<file path="config.mk">
export PLATFORM = sky130hd
export DESIGN_NAME = anim_sequencer
export DESIGN_NICKNAME = d
export VERILOG_FILES = /design/src/rtl/anim_sequencer.sv
export SDC_FILE = /design/constraint.sdc
export NUM_CORES = 1
export LEC_CHECK = 0
export CORE_ASPECT_RATIO = 0.7
export CORE_MARGIN = 2
export CORE_UTILIZATION = 50
export DETAILED_ROUTE_END_ITERATION = 12
export GPL_ROUTABILITY_DRIVEN = 0
export GPL_TIMING_DRIVEN = 0
export PLACE_DENSITY = 0.74
export SYNTH_ARGS = -nofsm -noshare
export SYNTH_HDL_FRONTEND = slang
export SYNTH_SLANG_ARGS = --single-unit
</file>
<file path="constraint.sdc">
create_clock -name clk -period 2.8 [get_ports clk]
set_input_delay 0.42 -clock clk [delete_from_list [all_inputs] [get_ports clk]]
set_output_delay 0.42 -clock clk [all_outputs]
set_load 0.1 [all_outputs]
</file>
<file path="src/rtl/anim_sequencer.sv">
// Seven-segment animation sequencer. A prescaled tick steps the frame within the
// current animation. mode_pulse selects the next animation and restarts its timing.
module anim_sequencer #(
    parameter int PRESCALE = 4
) (
    input  logic       clk,
    input  logic       rst_n,
    input  logic       ena,
    input  logic       mode_pulse,
    input  logic [1:0] speed,
    input  logic       dir,
    input  logic       pause,
    output logic [6:0] seg,
    output logic [1:0] mode,
    output logic [3:0] frame,
    output logic       tick
);

    localparam logic [27:0] PRESCALE_W = 28'(PRESCALE);

    logic [25:0] counter_reg, counter_next;
    logic [1:0]  mode_reg, mode_next;
    logic [3:0]  frame_reg, frame_next;
    logic        tick_reg, tick_next;
    logic [6:0]  seg_reg, seg_next;

    logic        running;
    logic [27:0] tc;
    logic        at_tc;
    logic [3:0]  last_frame;

    function automatic logic [3:0] frame_last(input logic [1:0] m);
        case (m)
            2'd0:    frame_last = 4'd5;
            2'd1:    frame_last = 4'd7;
            2'd2:    frame_last = 4'd9;
            default: frame_last = 4'd1;
        endcase
    endfunction

    function automatic logic [6:0] seg_lut(input logic [1:0] m, input logic [3:0] f);
        logic [6:0] s;
        s = 7'h00;
        case (m)
            2'd0: case (f)
                4'd0: s = 7'h01;  4'd1: s = 7'h02;  4'd2: s = 7'h04;
                4'd3: s = 7'h08;  4'd4: s = 7'h10;  4'd5: s = 7'h20;
                default: s = 7'h00;
            endcase
            2'd1: case (f)
                4'd0: s = 7'h01;  4'd1: s = 7'h02;  4'd2: s = 7'h40;  4'd3: s = 7'h10;
                4'd4: s = 7'h08;  4'd5: s = 7'h04;  4'd6: s = 7'h40;  4'd7: s = 7'h20;
                default: s = 7'h00;
            endcase
            2'd2: case (f)
                4'd0: s = 7'h3F;  4'd1: s = 7'h06;  4'd2: s = 7'h5B;  4'd3: s = 7'h4F;
                4'd4: s = 7'h66;  4'd5: s = 7'h6D;  4'd6: s = 7'h7D;  4'd7: s = 7'h07;
                4'd8: s = 7'h7F;  4'd9: s = 7'h6F;
                default: s = 7'h00;
            endcase
            default: case (f)
                4'd0: s = 7'h7F;
                default: s = 7'h00;
            endcase
        endcase
        return s;
    endfunction

    // Terminal count is recomputed every cycle so a speed change applies at once.
    assign tc         = PRESCALE_W * (28'd4 - 28'(speed)) - 28'd1;
    assign at_tc      = {2'b00, counter_reg} >= tc;
    assign running    = ena && !pause;
    assign last_frame = frame_last(mode_reg);

    always_comb begin
        counter_next = counter_reg;
        mode_next    = mode_reg;
        frame_next   = frame_reg;
        tick_next    = 1'b0;
        if (ena && mode_pulse) begin
            mode_next    = mode_reg + 2'd1;
            frame_next   = 4'd0;
            counter_next = '0;
        end else if (running) begin
            if (at_tc) begin
                counter_next = '0;
                tick_next    = 1'b1;
                if (dir)
                    frame_next = (frame_reg == 4'd0) ? last_frame : frame_reg - 4'd1;
                else
                    frame_next = (frame_reg == last_frame) ? 4'd0 : frame_reg + 4'd1;
            end else begin
                counter_next = counter_reg + 26'd1;
            end
        end
        // Decode from the next state so seg lines up with mode/frame on the same edge.
        seg_next = seg_lut(mode_next, frame_next);
    end

    always_ff @(posedge clk or negedge rst_n) begin
        if (!rst_n) begin
            counter_reg <= '0;
            mode_reg    <= 2'd0;
            frame_reg   <= 4'd0;
            tick_reg    <= 1'b0;
            seg_reg     <= 7'h01;
        end else begin
            counter_reg <= counter_next;
            mode_reg    <= mode_next;
            frame_reg   <= frame_next;
            tick_reg    <= tick_next;
            seg_reg     <= seg_next;
        end
    end

    assign seg   = seg_reg;
    assign mode  = mode_reg;
    assign frame = frame_reg;
    assign tick  = tick_reg;

endmodule

</file>
==> results of run 1 <==
cell usage in the layout (no fill, tap or decap), types with 6 or more instances in the layout:
master / synthesis / layout
and3_1: 9 / 9
xor2_1: 7 / 6
and2_1: 8 / 8
nor2_1: 23 / 23
buf_4: 0 / 16
nand2_1: 21 / 20
inv_1: 15 / 7
ha_1: 17 / 11
dfrtp_1: 39 / 31
a21oi_1: 11 / 11
clkdlybuf4s50_1: 0 / 15
power groups by stage:
stage | registers, mW | clock network, mW | logic [mW]
final | 0.712 | 0.494 | 1.23
after global routing | 0.719 | 0.540 | 1.29
after CTS | 0.720 | 0.505 | 1.11
after detailed placement | 0.731 | 0 | 1.09
after global placement | 0.729 | 0 | 1.09
after floorplan | 1.17 | 0 | 0.401
worst min path at each step:
stage / from / endpoint / slack (ps)
final: rst_n / counter_reg[13] / 230
after global routing: rst_n / counter_reg[10] / 300
after CTS: rst_n / counter_reg[13] / 270
after detailed placement: counter_reg[23] / counter_reg[23] / 470
after global placement: counter_reg[23] / counter_reg[23] / 470
after floorplan: rst_n / counter_reg[0] / 120
layer usage:
layer	vias up	global-route usage, %	wire, um
li1	1002	-	-
met1	1027	38.86	3178
met2	75	28.05	2474
met3	6	5.984	326
met4	0	5.192	46
met5	-	0	0
per-stage QoR:
stage               instances  area [um2]  TNS [ps]
finish                    350        3136         0
global route              350        3136    -192.6
CTS                       337        2903    -5.353
detailed placement        326        2724     -3078
global placement          326        2729     -3062
floorplan                 251        2477   -0.1488
synth_stat cells, types with 5 or more instances:
cell and count:
nand2_1 21, and3_1 9, dfrtp_1 39, nor2_1 23, nor4_1 8, a21oi_1 11, nand3_1 6, ha_1 17
and2_1 8, inv_1 15, xor2_1 7, o211ai_1 5, a31oi_1 5
critical path, delay by kind of cell (launching register included):
| kind | cells | cell delay, ps |
|---|---|---|
| compound gates | 3 | 600 |
| fa+ha+maj | 2 | 340 |
| simple gates | 3 | 1140 |
| flops | 1 | 520 |
| buf+inv | 2 | 110 |
what timing repair did:
item,in CTS,in global routing
endpoints found under the setup margin,7,7
resized for setup,8,35
pin swaps,3,11
gates cloned,0,0
setup buffers,3,13
layout make-up:
type / instances / area, um2 / share of cell area (%)
Clock inverter: 3 / 46.29 / 1.476
Tap cell: 57 / 71.32 / 2.275
Inverter: 16 / 70.07 / 2.235
Sequential cell: 40 / 1022 / 32.60
Multi-Input combinational cell: 186 / 1499 / 47.81
Buffer: 9 / 61.31 / 1.955
Clock buffer: 5 / 68.82 / 2.195
Timing Repair Buffer: 34 / 296.5 / 9.457
logic make-up after synthesis:
family / count (synthesis)
xor gates and xnor gates: 10
AOI/OAI and AO/OA: 56
and+or+nand+nor: 100
DFF: 40
muxes: 3
adders and majority gates: 17
buffers and inverters: 25
==> results.cfg, run 1 <==
[setup_path]
critical_path.endpoint = seg[0]
crit-reg2reg-launch = frame[1]
max_stage_delay_ps = 520
critPathSlowestCell = dfrtp_4
cp_data_required_time_ps = 3030
timing.rr.end = seg[0]
critPathMaxFanout = 6
ff2ff_setup_slack_ps = 20
worst_ep_arrival_time_ps = 3010
crit_start = frame[1]
path_cells = inv_4 -> ha_4 -> or4b_4 -> o211ai_1 -> o2111ai_2 -> nand3_2 -> ha_2 -> inv_2 -> or4_4 -> a32o_2
reg2reg_depth = 10
critPathKind = reg -> reg
endpoint_kind = register
startpoint_type = register

[synth]
synth_cell_types = 63
synth-simple-area-share_pct = 22.31
syn_inst = 251
synth_top_cell_by_area = dfrtp_1
ys_async_sr_fraction_pct = 100.0
synth-compound-area-share_pct = 17.29
synth_top_flop_cell = dfrtp_1
synth_top_area_share_pct = 40.37
muxShareOfSynthArea_pct = 1.294
synth-edff-count = 0
syn_area_um2 = 2417
ys.warnings.count = 0
synth.avg_cell_area_um2 = 9.631
synth_top_family_by_area = simple AND/OR/NAND/NOR gates
synthAdderAreaFrac_pct = 8.799
ys_top_cells_by_area = dfrtp_1 (40%), ha_1 (8.8%), nor2_1 (3.6%)
yosys.area_share.xor_xnor_pct = 3.934
yosysSeqAreaShare_pct = 41.46
ys_seq_elements = 40
synth_nets = 276

[global_route]
grt_pass1_wl_mm = 9.501
grt_max_degree = 41
grt_overflow = 0
antenna_found_initial = 0
grt_usage_pct = 22.81
grt_pass1_vias = 1854

[sta]
timing.final.ws_setup_ps = 20.88
min_period_ps = 2779
clock_skew_ps = 8.437
worst_pin_slew_ps = 1010
setup_viol = 0
hold_viol_final = 0
maxSlewViolCount = 0
max_freq_mhz = 359.8
slew_headroom_pct = 32.07
grt_setup_unrepaired = true
hold_ws_ps = 227.7
final.period_utilization_pct = 99.25

[route]
ant_nets = 0
drt_wl_total_mm = 6.025
avgRoutedWirePerCell_um = 17.21
drt_iter0_markers = 205
drt_pass1_iterations = 5
vias = 2110
drc = 0
vias_per_cell = 6.029

[clocking]
cts_buffers = 5
clock_path_buffers = 2
clock_sinks = 40
h-tree-depth = 2
ctsHoldBuffers = 0
clk_pin_slew_ps = 90
clkLatencyLatePin_ps = 300
cts_tree = done
cts-root-buf = clkbuf_8

[placed_design]
io_buffers = 18
hpwl_mm = 4.091
dp_slack_ps = -535.4

[layout]
drive_gt1_share_pct = 28.33
largest_reg_flops = 26
final_util_pct = 66.30
fin_nets = 317
syn_to_final_growth_pct = 29.71
num_antenna_cells = 0
num-fill-cells = 371

[power]
power_density_nw_per_um2 = 775.4
p_leak_nw = 1.439
total_power_mw = 2.431
internal_power_mw = 1.312
p_sw_share_pct = 46.04
ir_drop_v = 0.0005482
p_switching_mw = 1.119
combPwrFrac_pct = 50.4
clkPwrFrac_pct = 20.3
p_seq_share_pct = 29.3

[status]
outcome = finished clean

[floorplanning]
die-area_um2 = 5416
initial_core_util_pct = 51.11
die_x_um = 87.11
coreArea_um2 = 4730
die_h_um = 62.18
rows = 21
ios = 22

[run]
cap_violations = 0

[hold_path]
hold_path_class = in -> async
Power figures use the tool's default switching activity.
==> run 2: changes to the inputs <==
--- a/config.mk
+++ b/config.mk
@@ -7,11 +7,12 @@
 export LEC_CHECK = 0
 export CORE_ASPECT_RATIO = 0.7
 export CORE_MARGIN = 2
-export CORE_UTILIZATION = 50
+export CORE_UTILIZATION = 52
 export DETAILED_ROUTE_END_ITERATION = 12
 export GPL_ROUTABILITY_DRIVEN = 0
 export GPL_TIMING_DRIVEN = 0
-export PLACE_DENSITY = 0.74
+export PLACE_DENSITY = 0.76
+export SLEW_MARGIN = 20
 export SYNTH_ARGS = -nofsm -noshare
 export SYNTH_HDL_FRONTEND = slang
 export SYNTH_SLANG_ARGS = --single-unit
==> results.cfg, run 2 (synthesis gave the netlist of run 1 again) <==
[sta]
slew_headroom_pct = 35.42
fin_tns_setup_ps = 0
min_period_ps = 2783
timing.final.ws_setup_ps = 16.63
grt_setup_unrepaired = true
final.period_utilization_pct = 99.41
setup_viol = 0
hold_viol_final = 0
worst_pin_slew_ps = 965.6
clock_skew_ps = 3.888
maxSlewViolCount = 0
max_freq_mhz = 359.3

[global_route]
antenna_found_initial = 0
grt_overflow = 0
grt_usage_pct = 24.88
grt_pass1_wl_mm = 9.853
grt_max_degree = 33
grt_pass1_vias = 1962

[layout]
largest_reg_flops = 26
final_cell_mix = dfrtp_1 (33), nor2_1 (23), nand2_1 (20), buf_4 (18), clkdlybuf4s50_1 (15)
final_common_cell = dfrtp_1
final_util_pct = 72.53
fin_cells = 352
drive_gt1_share_pct = 28.62
syn_to_final_growth_pct = 32.14
num_antenna_cells = 0
fin_nets = 321
num-fill-cells = 308

[setup_path]
worst_ep_arrival_time_ps = 2970
reg2reg_depth = 12
critPathKind = reg -> reg
crit_top_cell = inv_2
cp_num_buf_inv = 3
cp_data_required_time_ps = 2990
endpoint_kind = register
crit-reg2reg-launch = counter_reg[3]
timing.rr.end = seg[2]
critPathSlowestCell = dfrtp_1
ff2ff_setup_slack_ps = 20
path_cells = ha_4 -> nand2_2 -> nand4_1 -> buf_4 -> o21ai_4 -> a221oi_4 -> inv_2 -> ha_1 -> inv_2 -> nor4_4 -> o2bb2ai_1 -> a221o_1
startpoint_type = register
critPathMaxFanout = 6
max_stage_delay_ps = 450
crit_family = compound AO/OA/AOI/OAI gates

[floorplanning]
rows = 20
initial_core_util_pct = 54.89
die_h_um = 61.05
ios = 22
die-area_um2 = 5219
die_x_um = 85.49
coreArea_um2 = 4404

[clocking]
cts-root-buf = clkbuf_8
clock_path_buffers = 2
h-tree-depth = 2
clkLatencyLatePin_ps = 300
clk_pin_slew_ps = 80
cts_buffers = 5
cts_tree = done
clock_sinks = 40

[placed_design]
io_buffers = 18
hpwl_mm = 4.240
dpl.cell_count = 325
dp_slack_ps = -540.3

[route]
drt_wl_total_mm = 7.001
drc = 0
ant_nets = 0
avgRoutedWirePerCell_um = 19.89
vias = 2271
drt_iter0_markers = 369
vias_per_cell = 6.452
drt_pass1_iterations = 6

[hold_path]
whs_endpoint = counter_reg[18]
hold_path_class = reg -> reg
hold_depth = 1
hold_path_startpoint = counter_reg[18]

[status]
outcome = finished clean

[power]
power_density_nw_per_um2 = 775.7
total_power_mw = 2.478
ir_drop_v = 0.0007736
p_leak_nw = 1.466

[run]
cap_violations = 0
[run 2: changes by cell type in the layout (fill, tap and decap cells not counted), sizes merged]
cell,before,now
dlymetal6s2s,1,2
clkinvlp,1,0
dlygate4sd3,0,1
dlygate4sd2,1,0
buf,21,25
[run 2: final cells by class]
| type | instances | area [um2] | area share [%] |
|---|---|---|---|
| Buffer | 9 | 58.81 | 1.841 |
| Clock buffer | 6 | 82.58 | 2.585 |
| Timing Repair Buffer | 38 | 345.3 | 10.81 |
| Sequential cell | 40 | 1020 | 31.92 |
| Clock inverter | 2 | 38.79 | 1.214 |
| Multi-Input combinational cell | 186 | 1508 | 47.20 |
| Tap cell | 55 | 68.82 | 2.154 |
| Inverter | 16 | 72.57 | 2.272 |
[run 2: power by group]
part | internal (mW) | switching, mW
logic | 0.386 | 0.866
clock network | 0.292 | 0.218
registers | 0.660 | 0.0557
total | 1.34 | 1.14
[run 2: how the worst max path moves through the flow]
stage,start,slack [ps],depth (start not counted),endpoint
detailed placement,speed[0],-540,12,seg[2]
global placement,speed[0],-450,12,seg[2]
finish,counter_reg[3],20,12,seg[2]
CTS,frame[1],7,11,seg[6]
global route,counter_reg[8],-110,10,seg[2]
floorplan,mode[1],-0.1,10,seg[0]
[run 2: metal layers]
metal  part of all wire (%)  routed length (um)  vias to the layer above  GRT usage [%]
li1                       -                   -                     1007              -
met1                     45                3162                     1089          37.92
met2                     44                3092                      141          36.05
met3                    7.7                 541                       34          4.692
met4                    2.9                 206                        0          8.163
met5                      0                   0                        -              0
[run 2: repair_timing]
| action | in CTS | in global routing |
|---|---|---|
| hold endpoints to repair | 8 | 0 |
| buffers inserted | 4 | 14 |
| hold buffers | 1 | 0 |
| pin swaps | 2 | 11 |
| resized for setup | 9 | 31 |
| setup endpoints to repair | 7 | 7 |
[run 2: stage by stage]
step | hold WS, ps | area [um2]
after global placement | 472.4 | 2726
after global routing | 526.6 | 3194
after detailed placement | 299.8 | 2741
final | 495.9 | 3194
after CTS | 492.8 | 2948
after floorplan | 124.4 | 2477
==> run 3: changes to the inputs <==
--- a/config.mk
+++ b/config.mk
@@ -5,13 +5,14 @@
 export SDC_FILE = /design/constraint.sdc
 export NUM_CORES = 1
 export LEC_CHECK = 0
+export ABC_CLOCK_PERIOD_IN_PS = 2800
 export CORE_ASPECT_RATIO = 0.7
 export CORE_MARGIN = 2
 export CORE_UTILIZATION = 52
 export DETAILED_ROUTE_END_ITERATION = 12
-export GPL_ROUTABILITY_DRIVEN = 0
 export GPL_TIMING_DRIVEN = 0
 export PLACE_DENSITY = 0.76
+export RECOVER_POWER = 100
 export SLEW_MARGIN = 20
 export SYNTH_ARGS = -nofsm -noshare
 export SYNTH_HDL_FRONTEND = slang
==> results.cfg, run 3 (synthesis gave the netlist of run 1 again) <==
[floorplanning]
die_h_um = 61.05
die-area_um2 = 5219
coreArea_um2 = 4404
die_x_um = 85.49
ios = 22
rows = 20
initial_core_util_pct = 54.89

[route]
vias_per_cell = 6.009
drt-met1-wl_mm = 3.151
ant_nets = 0
drc = 0
wl_met2_mm = 2.623
wl_met3_um = 461
drt_iter0_markers = 238
route.top_layer_used = met4
avgRoutedWirePerCell_um = 18.00
drt_wl_total_mm = 6.301
drt_pass1_iterations = 4
vias = 2103

[clocking]
cts_tree = done
clock_path_buffers = 2
clkLatencyLatePin_ps = 300
cts_buffers = 5
cts-root-buf = clkbuf_8
clock_sinks = 40
h-tree-depth = 2
clk_pin_slew_ps = 80

[setup_path]
critPathMaxFanout = 10
critPathKind = reg -> reg
cp_data_required_time_ps = 2960
worst_ep_arrival_time_ps = 2940
startpoint_type = register
endpoint_kind = register

[power]
ir_drop_v = 0.0008015
power_density_nw_per_um2 = 785.2
p_leak_nw = 1.447

[sta]
setup_viol = 0
max_freq_mhz = 359.0
final.period_utilization_pct = 99.47
timing.final.ws_setup_ps = 14.71
slew_headroom_pct = 35.02
clock_skew_ps = 9.283
grt_setup_unrepaired = true
maxSlewViolCount = 0
hold_viol_final = 0
min_period_ps = 2785
worst_pin_slew_ps = 971.6

[placed_design]
io_buffers = 18
hpwl_mm = 4.159
gp_congestion = 0.9821
dp_slack_ps = -535.1

[global_route]
grt_pass1_vias = 1854
antenna_found_initial = 0
grt_max_degree = 33
grt_pass1_wl_mm = 9.335
grt_usage_pct = 23.53
grt_overflow = 0

[layout]
num_antenna_cells = 0
final_util_pct = 71.25
final_cell_mix = dfrtp_1 (33), nor2_1 (23), nand2_1 (21), clkdlybuf4s50_1 (16), buf_4 (16)
final_common_cell = dfrtp_1
num-fill-cells = 306
fin_nets = 319
drive_gt1_share_pct = 25.08
largest_reg_flops = 26
syn_to_final_growth_pct = 29.81

[status]
outcome = finished clean

[run]
cap_violations = 0

[hold_path]
hold_path_class = reg -> reg
==> run 3: cell count changes in the layout (fill, tap and decap cells not counted), moves of 2 or more <==
cell     before  now
nor4_1        3    5
inv_1         8   11
nand3_1       3    5
buf_4        18   16
inv_2         4    1
nand3_2       3    1
==> run 3: cell type report <==
type / instances / area (um2) / area share, %
inverter: 16 / 70.07 / 2.233
tap: 55 / 68.82 / 2.193
clock inverter: 2 / 38.79 / 1.236
clock buffer: 6 / 82.58 / 2.632
sequential: 40 / 1020 / 32.50
buffer: 9 / 58.81 / 1.874
multi-input combinational: 186 / 1473 / 46.93
timing repair buffer: 36 / 326.6 / 10.41
==> run 3: routing by layer <==
| metal | global-route usage, % | vias up |
|---|---|---|
| li1 | - | 1002 |
| met1 | 37.93 | 1015 |
| met2 | 32.14 | 80 |
| met3 | 5.764 | 6 |
| met4 | 4.082 | 0 |
| met5 | 0 | - |
==> run 3: where the power goes <==
group	leakage [nW]	total, mW	switching, mW	internal (mW)
Clock	0.0614	0.504	0.212	0.292
Sequential	0.533	0.713	0.0535	0.660
Combinational	0.853	1.25	0.851	0.395
Total	1.45	2.46	1.12	1.35
==> run 3: metrics by stage <==
| stage | total power [mW] | cell area, um2 | instances | hold WS, ps | TNS (ps) |
|---|---|---|---|---|---|
| 2_1_floorplan | 1.569 | 2477 | 251 | 124.4 | -0.1488 |
| 3_3_place_gp | 1.808 | 2726 | 324 | 471.3 | -2608 |
| 3_5_place_dp | 1.826 | 2741 | 325 | 294.5 | -2993 |
| 4_1_cts | 2.341 | 2952 | 338 | 494.5 | 0 |
| 5_1_grt | 2.570 | 3138 | 350 | 505.9 | -229.8 |
| 6_report | 2.464 | 3138 | 350 | 492.7 | 0 |
==> run 3: final timing paths <==
kind                       slack (ps)            start  cells after the start         endpoint
max                                10          mode[0]                     10           seg[3]
min                               490  counter_reg[22]                      1  counter_reg[22]
max reg2reg                        10          mode[0]                     10           seg[3]
min reg2reg                       490  counter_reg[22]                      1  counter_reg[22]
max in group asynchronous        1540            rst_n                      3           seg[0]
min in group asynchronous         620            rst_n                      2   counter_reg[3]
==> run 3: critical path: stages (launching register included) <==
cell,delay [ps]
dfrtp_4,460
inv_1,120
ha_1,210
o21ba_2,200
o311ai_2,230
o21ai_1,190
a32o_1,310
buf_6,170
or4_4,530
o2111ai_1,100
o211ai_1,140
==> run 3: timing repair <==
action,in CTS,in global routing
setup endpoints to repair,7,7
setup buffers,4,12
pin swaps,2,7
gates resized for setup,8,23
endpoints found under the hold margin,8,0
hold buffers,1,0
